## src/rtl/serial_cmd_pkg.sv

```systemverilog
// Shared definitions for the serial command path (frame collector and decoder).
package serial_cmd_pkg;

  // Collector FSM states.
  typedef enum logic [2:0] {
    StIdle,
    StCollect,
    StReady,
    StAck,
    StFlush
  } collect_state_e;

  // Frame delimiters: SOF SOF SPACE LEN payload EOF EOF.
  localparam logic [7:0] SOF_BYTE   = 8'hFF;
  localparam logic [7:0] SPACE_BYTE = 8'h00;
  localparam logic [7:0] EOF_BYTE   = 8'hEE;

  localparam int unsigned HEADER_BYTES  = 4;
  localparam int unsigned TRAILER_BYTES = 2;

  // Zero-based position of the LEN byte within a frame.
  localparam int unsigned LEN_INDEX = HEADER_BYTES - 1;

  // Total frame length implied by LEN; 9 bits so LEN=255 cannot wrap.
  function automatic logic [8:0] frame_total_len(logic [7:0] len);
    return 9'(HEADER_BYTES) + {1'b0, len} + 9'(TRAILER_BYTES);
  endfunction

endpackage

```

## src/rtl/serial_idle_timer.sv

```systemverilog
// Inter-byte silence timer: pulses expired_o on the TimeoutClks-th clock edge
// after the most recent restart, provided counting stayed enabled.
module serial_idle_timer #(
  parameter int unsigned TimeoutClks = 50000
) (
  input  logic clk_i,
  input  logic rst_ni,
  input  logic restart_i,
  input  logic enable_i,
  output logic expired_o
);

  localparam int unsigned CntW = $clog2(TimeoutClks + 1);

  logic [CntW-1:0] cnt_q, cnt_d;

  // Count clock edges since the last restart; the restart edge itself is the first.
  always_comb begin
    cnt_d = cnt_q;
    if (restart_i) begin
      cnt_d = CntW'(1);
    end else if (enable_i && (cnt_q != CntW'(TimeoutClks))) begin
      cnt_d = cnt_q + 1'b1;
    end
  end

  // Counter register.
  always_ff @(posedge clk_i or negedge rst_ni) begin
    if (!rst_ni) begin
      cnt_q <= '0;
    end else begin
      cnt_q <= cnt_d;
    end
  end

  // A byte arriving in the same cycle wins over the expiry.
  assign expired_o = enable_i && !restart_i && (cnt_q == CntW'(TimeoutClks - 1));

endmodule

```

## src/rtl/serial_cmd_frame_collector.sv

```systemverilog
// Frame collector: pushes UART bytes into the shared fifo, tracks the frame
// length from its header and hands complete or aborted frames to the decoder.
module serial_cmd_frame_collector
  import serial_cmd_pkg::*;
#(
  parameter int unsigned MaxFrameBytes   = 16,
  parameter int unsigned IdleTimeoutClks = 50000
) (
  input  logic       clk_i,
  input  logic       rst_ni,
  input  logic [7:0] rx_data_i,
  input  logic       rx_valid_i,
  input  logic       fifo_full_i,
  input  logic       cmd_processed_i,
  output logic       fifo_push_o,
  output logic [7:0] fifo_data_o,
  output logic       fifo_clear_o,
  output logic       cmd_ready_o,
  output logic       cmd_processed_received_o,
  output logic       frame_truncated_o,
  output logic       overrun_o,
  output logic [7:0] frame_bytes_o
);

  collect_state_e state_q, state_d;

  logic       push_q, push_d;
  logic [7:0] data_q, data_d;
  logic [7:0] frame_bytes_q, frame_bytes_d;
  logic [7:0] len_q, len_d;
  logic       len_valid_q, len_valid_d;
  logic       trunc_q, trunc_d;
  logic       overrun_q, overrun_d;

  logic       timer_expired;
  logic [8:0] total_raw;
  logic [8:0] total_sat;
  logic       end_len, end_cap, end_timeout, frame_end;
  logic       accept, drop;

  serial_idle_timer #(
    .TimeoutClks(IdleTimeoutClks)
  ) u_idle_timer (
    .clk_i    (clk_i),
    .rst_ni   (rst_ni),
    .restart_i(rx_valid_i),
    .enable_i (state_q == StCollect),
    .expired_o(timer_expired)
  );

  // Frame-end detection and byte acceptance for the current cycle.
  always_comb begin
    total_raw = frame_total_len(len_q);
    total_sat = (total_raw > 9'(MaxFrameBytes)) ? 9'(MaxFrameBytes) : total_raw;
    // A LEN that overflows the cap must end as truncated, so require it to fit.
    end_len     = len_valid_q && (total_raw <= 9'(MaxFrameBytes)) &&
                  ({1'b0, frame_bytes_q} == total_sat);
    end_cap     = (frame_bytes_q == 8'(MaxFrameBytes));
    end_timeout = timer_expired && (frame_bytes_q != 8'd0);
    frame_end   = (state_q == StCollect) && (end_len || end_cap || end_timeout);
    // Bytes coinciding with the frame end are dropped.
    accept      = rx_valid_i && !fifo_full_i &&
                  ((state_q == StIdle) || ((state_q == StCollect) && !frame_end));
    drop        = rx_valid_i && !accept;
  end

  // Datapath next-state: push pipeline, byte count, LEN capture, status flags.
  always_comb begin
    push_d        = accept;
    data_d        = accept ? rx_data_i : data_q;
    frame_bytes_d = frame_bytes_q;
    len_d         = len_q;
    len_valid_d   = len_valid_q;
    trunc_d       = trunc_q;
    overrun_d     = overrun_q;

    if (accept) begin
      frame_bytes_d = frame_bytes_q + 8'd1;
      if (frame_bytes_q == 8'(LEN_INDEX)) begin
        len_d       = rx_data_i;
        len_valid_d = 1'b1;
      end
    end

    if (frame_end) begin
      trunc_d = !end_len;
    end

    if (state_q == StFlush) begin
      frame_bytes_d = 8'd0;
      len_d         = 8'd0;
      len_valid_d   = 1'b0;
      trunc_d       = 1'b0;
      overrun_d     = 1'b0;
    end

    // A drop in the flush cycle still gets reported.
    if (drop) begin
      overrun_d = 1'b1;
    end
  end

  // Datapath registers.
  always_ff @(posedge clk_i or negedge rst_ni) begin
    if (!rst_ni) begin
      push_q        <= 1'b0;
      data_q        <= 8'd0;
      frame_bytes_q <= 8'd0;
      len_q         <= 8'd0;
      len_valid_q   <= 1'b0;
      trunc_q       <= 1'b0;
      overrun_q     <= 1'b0;
    end else begin
      push_q        <= push_d;
      data_q        <= data_d;
      frame_bytes_q <= frame_bytes_d;
      len_q         <= len_d;
      len_valid_q   <= len_valid_d;
      trunc_q       <= trunc_d;
      overrun_q     <= overrun_d;
    end
  end

  // FSM state register.
  always_ff @(posedge clk_i or negedge rst_ni) begin
    if (!rst_ni) begin
      state_q <= StIdle;
    end else begin
      state_q <= state_d;
    end
  end

  // FSM next-state logic.
  always_comb begin
    state_d = state_q;
    unique case (state_q)
      StIdle: begin
        if (rx_valid_i) state_d = StCollect;
      end
      StCollect: begin
        if (frame_end) begin
          state_d = StReady;
        end else if (timer_expired) begin
          // Every byte was dropped; nothing to hand over.
          state_d = StIdle;
        end
      end
      StReady: begin
        if (cmd_processed_i) state_d = StAck;
      end
      StAck: begin
        if (!cmd_processed_i) state_d = StFlush;
      end
      StFlush: begin
        state_d = StIdle;
      end
      default: begin
        state_d = StIdle;
      end
    endcase
  end

  // FSM outputs and registered datapath outputs.
  always_comb begin
    cmd_ready_o              = (state_q == StReady);
    cmd_processed_received_o = (state_q == StAck);
    fifo_clear_o             = (state_q == StFlush);
    fifo_push_o              = push_q;
    fifo_data_o              = data_q;
    frame_truncated_o        = trunc_q;
    overrun_o                = overrun_q;
    frame_bytes_o            = frame_bytes_q;
  end

endmodule

```

## config.mk

```make
export PLATFORM = sky130hd
export DESIGN_NAME = serial_cmd_frame_collector
export DESIGN_NICKNAME = d
export VERILOG_FILES = /design/src/rtl/serial_cmd_pkg.sv /design/src/rtl/serial_idle_timer.sv /design/src/rtl/serial_cmd_frame_collector.sv
export SDC_FILE = /design/constraint.sdc
export NUM_CORES = 1
export LEC_CHECK = 0
export BUFFER_PORTS_ARGS = -buffer_cell sky130_fd_sc_hd__buf_4
export CAP_MARGIN = 20
export CORE_UTILIZATION = 40
export CTS_CLUSTER_SIZE = 12
export DETAILED_ROUTE_END_ITERATION = 6
export PLACE_DENSITY = 0.56
export SLEW_MARGIN = 40
export SYNTH_ARGS = -nofsm -noshare
export SYNTH_HDL_FRONTEND = slang
export SYNTH_SLANG_ARGS = --single-unit
```

## constraint.sdc

```tcl
create_clock -name clk_i -period 7.2 [get_ports clk_i]
set_input_delay 1.44 -clock clk_i [delete_from_list [all_inputs] [get_ports clk_i]]
set_output_delay 1.44 -clock clk_i [all_outputs]
set_load 0.02 [all_outputs]
```

# Yosys cells after proc, flatten, opt, wreduce, memory -nomap -nowiden
# Cells that the tools add are included.
# op_classes
addsub	4
magnitude_cmp	2
n_eq_ne	13
muxes	21
n_reduce_logical	28
# ops
cell	count
$mux W8	5
$mux W16	2
$add A16 B1 Y16 const B	1
$eq A16 B16 Y1 const B	1
$ne A16 B16 Y1 const B	1
$mux W3	5
$pmux W3 S4	1
$logic_and A1 B1 Y1	11
$reduce_bool A2 Y1	5
$add A3 B8 Y9 const A	1
$add A9 B2 Y9 const B	1
$eq A8 B9 Y1	1
$gt A9 B5 Y1 const B	1
$le A9 B5 Y1 const B	1
$mux W9	1
$add A8 B1 Y8 const B	1
$eq A8 B2 Y1 const B	1
$eq A8 B5 Y1 const B	1
$reduce_bool A8 Y1	1
$mux W1	7
$eq A3 B2 Y1 const B	2
$ne A2 B2 Y1 const B	3
$logic_not A1 Y1	5
$reduce_and A4 Y1	1
6 further kinds	8
# word_totals
reg_bits	47
in_bits	13
out_inout_bits	22

# Logic depth before layout (Yosys ltp)
# logic_depth
depth_word	16
ltp_mapped	9

# Modules after synthesis
# From an unflattened synthesis, not the netlist that was laid out.
# unflattened
hier_cells	270
area_unflattened_um2	2703.8
# by_module_without_submodules
mod	instances	cells_each	area_each_um2	seq_area_each_um2
serial_cmd_frame_collector	1	179	1814.2	775.7
serial_idle_timer	1	91	889.6	400.4

# Worst setup path after synthesis
# No wires, ideal clock.
# synth_timing
path_type	input to register
start	input fifo_full_i
end	register len_q[1]
arrival_time_ns	3.292
required_time_ns	7.075
setup_slack_ns	3.783
cell_stages	5
cell_sequence	or4b_1 > buf_2 > or2_4 > a2111oi_4 > mux2_4
# synth_between
elab_chain_len	5
# synth_lines
item	line	source
start: declaration	serial_cmd_frame_collector.sv:13	input logic fifo_full_i,
$logic_not A1 Y1	serial_cmd_frame_collector.sv:62	accept = rx_valid_i && !fifo_full_i &&
$logic_and A1 B1 Y1 (2 in a row)	serial_cmd_frame_collector.sv:62	
$reduce_bool A2 Y1 (no line)	--	
$reduce_and A2 Y1 (no line)	--	
end signal: assignment	serial_cmd_frame_collector.sv:117	len_q <= len_d;
end: declaration	serial_cmd_frame_collector.sv:30	logic [7:0] len_q, len_d;
# No other way between the ends.
# A chain may end at the register's enable or synchronous reset.

# Worst setup path in the final report
# layout_timing
start	register state_q[0]
end	output fifo_clear_o
# layout_between
elab_chain_len	1
# layout_lines
item	line	source
start: declaration	serial_cmd_frame_collector.sv:25	collect_state_e state_q, state_d;
start signal: assignment	serial_cmd_frame_collector.sv:127	state_q <= StIdle;
start signal: assignment	serial_cmd_frame_collector.sv:129	state_q <= state_d;
$eq A3 B3 Y1	serial_cmd_frame_collector.sv:167	fifo_clear_o = (state_q == StFlush);
end: declaration	serial_cmd_frame_collector.sv:17	output logic fifo_clear_o,
# No other way between the ends.

==> metrics.yaml <==
drt:
  drt-total-wl_um: 5250
  vias: 1906
  drtAntennaViolNets: 0
  dr.pass1.iters: 4
  vias_per_cell: 5.21
  detail_route.wl_per_cell_um: 14.3
  drtIter0Drc: 105
  drc_errors: 0
yosys:
  yosys_warnings: 0
  ys_ff_latch: 47
  yosys.cell_types.count: 47
  async_flop_share: 1.00
  synth_ff_type: "dfrtp_1"
  ys_seq_area_frac: 0.464
  synthesis.area_mm2: 0.00253
  synth_edf_count: 0
  syn-instance-count: 257
  synthesis.nets: 275
  synth.avg_cell_area_um2: 9.86
pwr:
  ir_drop_v: 0.000184
  leakagePower_nw: 1.32
  power_per_cell_area_mw_per_mm2: 368
setup_path:
  crit_required_ps: 5760
  cp_cell_sequence: "nor2_1 > nand2_1 > clkinv_1 > buf_4"
  arrival_ps: 2080
  crit_path_top_delay_cell: "dfrtp_1"
  slowest_delay_ps: 610
  critPathTopFamily: "buffers and inverters"
  criticalPathCategory: "flop to primary output"
  endpoint_kind: "primary output"
  crit_buf_inv: 2
  crit_path_start_kind: "flop"
  cp_max_fo: 15
global_routing:
  met3_usage: 0.0378
  track_usage: 0.181
  grt_start_max_net_pins: 48
  grt_first_pass_wirelength_um: 8960
  antenna_found_initial: 0
  grt-busiest-layer: "met2"
  grt_pass1_vias: 1873
  overflow: 0
  use_met1: 0.247
  grt_util_met2: 0.278
die:
  core_area_mm2: 0.00603
  ioPinCount: 35
  die_width_um: 81.6
  die-height_um: 81.6
  initial_utilization: 0.421
  die_area_mm2: 0.00666
  fp-row-count: 28
timing:
  slew_headroom: 0.596
  hold_viol: 0
  timing.fmax_mhz: 284
  clock_skew_ps: 6.05
  worst_slew_pin_slew_ps: 601
  worst_slack_ps: 3680
  slew_violations: 0
  rsz0062_at_grt: "no"
  timing.final.crit_share: 0.490
  whs_ps: 492
  setup_viol: 0
  tns_ps: 0
  finalCriticalPeriod_ps: 3520
clock_tree:
  postCtsHoldBufs: 0
  clockBufferDepth: 2
  cts_tree: "done"
  cts-resized-gates: 0
  clkTransAtPathRegs_ps: 100
  clk-insertion-delay-late_ps: 310
  post-cts-setup-buffer-count: 0
  cts-htree-levels: 2
  numClockSinks: 47
  clock-root-buffer: "clkbuf_8"
  cts_buffers: 5
hold_path:
  hold_class: "flop to flop"
finish:
  syn2layout_area_growth_pct: 16.1
  nets: 308
  diodes: 0
  drive_gt1_frac: 0.206
placement:
  dp_hpwl_um: 3620
  portBuffers: 34
  dpl_worst_slack_ps: 3400
  gp_congestion: 0.778
run_status:
  status: "finished clean"
job:
  cap_violations: 0
-- flip-flops by register name (all words and copies together), names as in the netlist --
signal / count
frame_bytes_o: 8
overrun_o: 1
fifo_data_o: 8
len_q: 8
fifo_push_o: 1
len_valid_q: 1
state_q: 3
frame_truncated_o: 1
u_idle_timer.cnt_q: 16
-- cell usage after synthesis, types with 2 or more instances --
| library cell | instances | area, um^2 |
|---|---|---|
| nor3b_1 | 3 | 22.5 |
| o21ai_0 | 9 | 45.0 |
| mux2i_1 | 12 | 120 |
| nand3_1 | 14 | 70.1 |
| nor4_1 | 2 | 12.5 |
| or3_1 | 6 | 37.5 |
| dfrtp_1 | 47 | 1180 |
| nor4b_1 | 2 | 17.5 |
| mux2_4 | 2 | 30.0 |
| nor2b_1 | 3 | 18.8 |
| inv_1 | 15 | 56.3 |
| a22oi_1 | 2 | 15.0 |
| ha_1 | 5 | 62.6 |
| nand4_1 | 3 | 18.8 |
| mux2_2 | 9 | 101 |
| nand2b_1 | 6 | 37.5 |
| nand2_1 | 24 | 90.1 |
| and3_1 | 5 | 31.3 |
| or4b_1 | 2 | 20.0 |
| nor3_1 | 5 | 25.0 |
| clkbuf_1 | 7 | 26.3 |
| nor2_1 | 26 | 97.6 |
| xnor2_1 | 5 | 43.8 |
| xor2_1 | 12 | 105 |
| a21oi_1 | 7 | 35.0 |
| a211oi_1 | 3 | 22.5 |
-- metal layers --
layer	share of wire	routed length, um	up-vias
met5	0	0	-
met4	0.019	98	0
met3	0.036	190	7
met2	0.45	2380	31
met1	0.49	2580	908
li1	-	-	960
-- worst reg2reg max path, cell delays in order, from the launching register on --
cell	delay, ps
dfrtp_1	440
inv_1	100
ha_1	320
nand2b_1	80
o211a_1	210
a2111o_1	320
or3_1	420
a21oi_1	170
buf_4	240
mux2_2	360
-- logic make-up after synthesis --
kind of cell / share of synthesized area
compound gates: 0.0884
fa+ha+maj: 0.0247
simple gates: 0.221
mux: 0.0992
xor+xnor: 0.0587
buf+inv: 0.0444
flops: 0.464
-- stage by stage --
stage | util | cells | cell area, um^2 | power, W
CTS | 0.487 | 365 | 2940 | 0.00110
finish | 0.488 | 366 | 2940 | 0.00108
floorplan | - | 257 | 2530 | 0.000769
detailed placement | 0.471 | 357 | 2840 | 0.000917
global placement | 0.471 | 357 | 2840 | 0.000908
global route | 0.488 | 366 | 2940 | 0.00117
-- final cells by class --
cell class	instances	area (um^2)
Clock inverter	3	27.5
Tap cell	75	93.8
Clock buffer	5	68.8
Multi-Input combinational cell	184	1250
Timing Repair Buffer	36	270
Inverter	16	60.1
Fill cell	577	3080
Sequential cell	47	1180
-- cell usage in the layout (no fill, tap or decap), types with 2 or more instances in the layout --
cell type | synthesis | layout
ha_1 | 5 | 5
nand4_1 | 3 | 3
inv_1 | 15 | 15
dfrtp_1 | 47 | 47
nand2b_1 | 6 | 6
a22oi_1 | 2 | 2
xnor2_1 | 5 | 5
a211oi_1 | 3 | 3
nand3_1 | 14 | 14
a21oi_1 | 7 | 7
o21ai_0 | 9 | 9
buf_4 | 1 | 36
nand2_1 | 24 | 24
mux2_2 | 9 | 9
or3_1 | 6 | 6
nor4_1 | 2 | 2
nor3b_1 | 3 | 3
mux2_4 | 2 | 2
mux2i_1 | 12 | 12
nor3_1 | 5 | 5
nor2_1 | 26 | 26
clkbuf_8 | 1 | 5
nor2b_1 | 3 | 3
and3_1 | 5 | 5
or4b_1 | 2 | 2
nor4b_1 | 2 | 2
xor2_1 | 12 | 12
-- where the power goes --
group | switching [W] | internal (W)
registers | 0.000110 | 0.000346
clock network | 0.000103 | 0.0000721
logic | 0.000230 | 0.000221
-- worst paths after layout --
path / from / end / slack [ps] / depth (start not counted)
worst max-delay path: state_q[0] / fifo_clear_o / 3680 / 4
worst min-delay path: len_valid_q / len_valid_q / 490 / 1
worst max register to register: len_q[1] / fifo_data_o[3] / 4440 / 9
worst min register to register: len_valid_q / len_valid_q / 490 / 1
max in group asynchronous: rst_ni / u_idle_timer.cnt_q[1] / 5670 / 1
min in group asynchronous: rst_ni / u_idle_timer.cnt_q[8] / 1130 / 1
No activity file was read; power rests on OpenSTA's default activity.
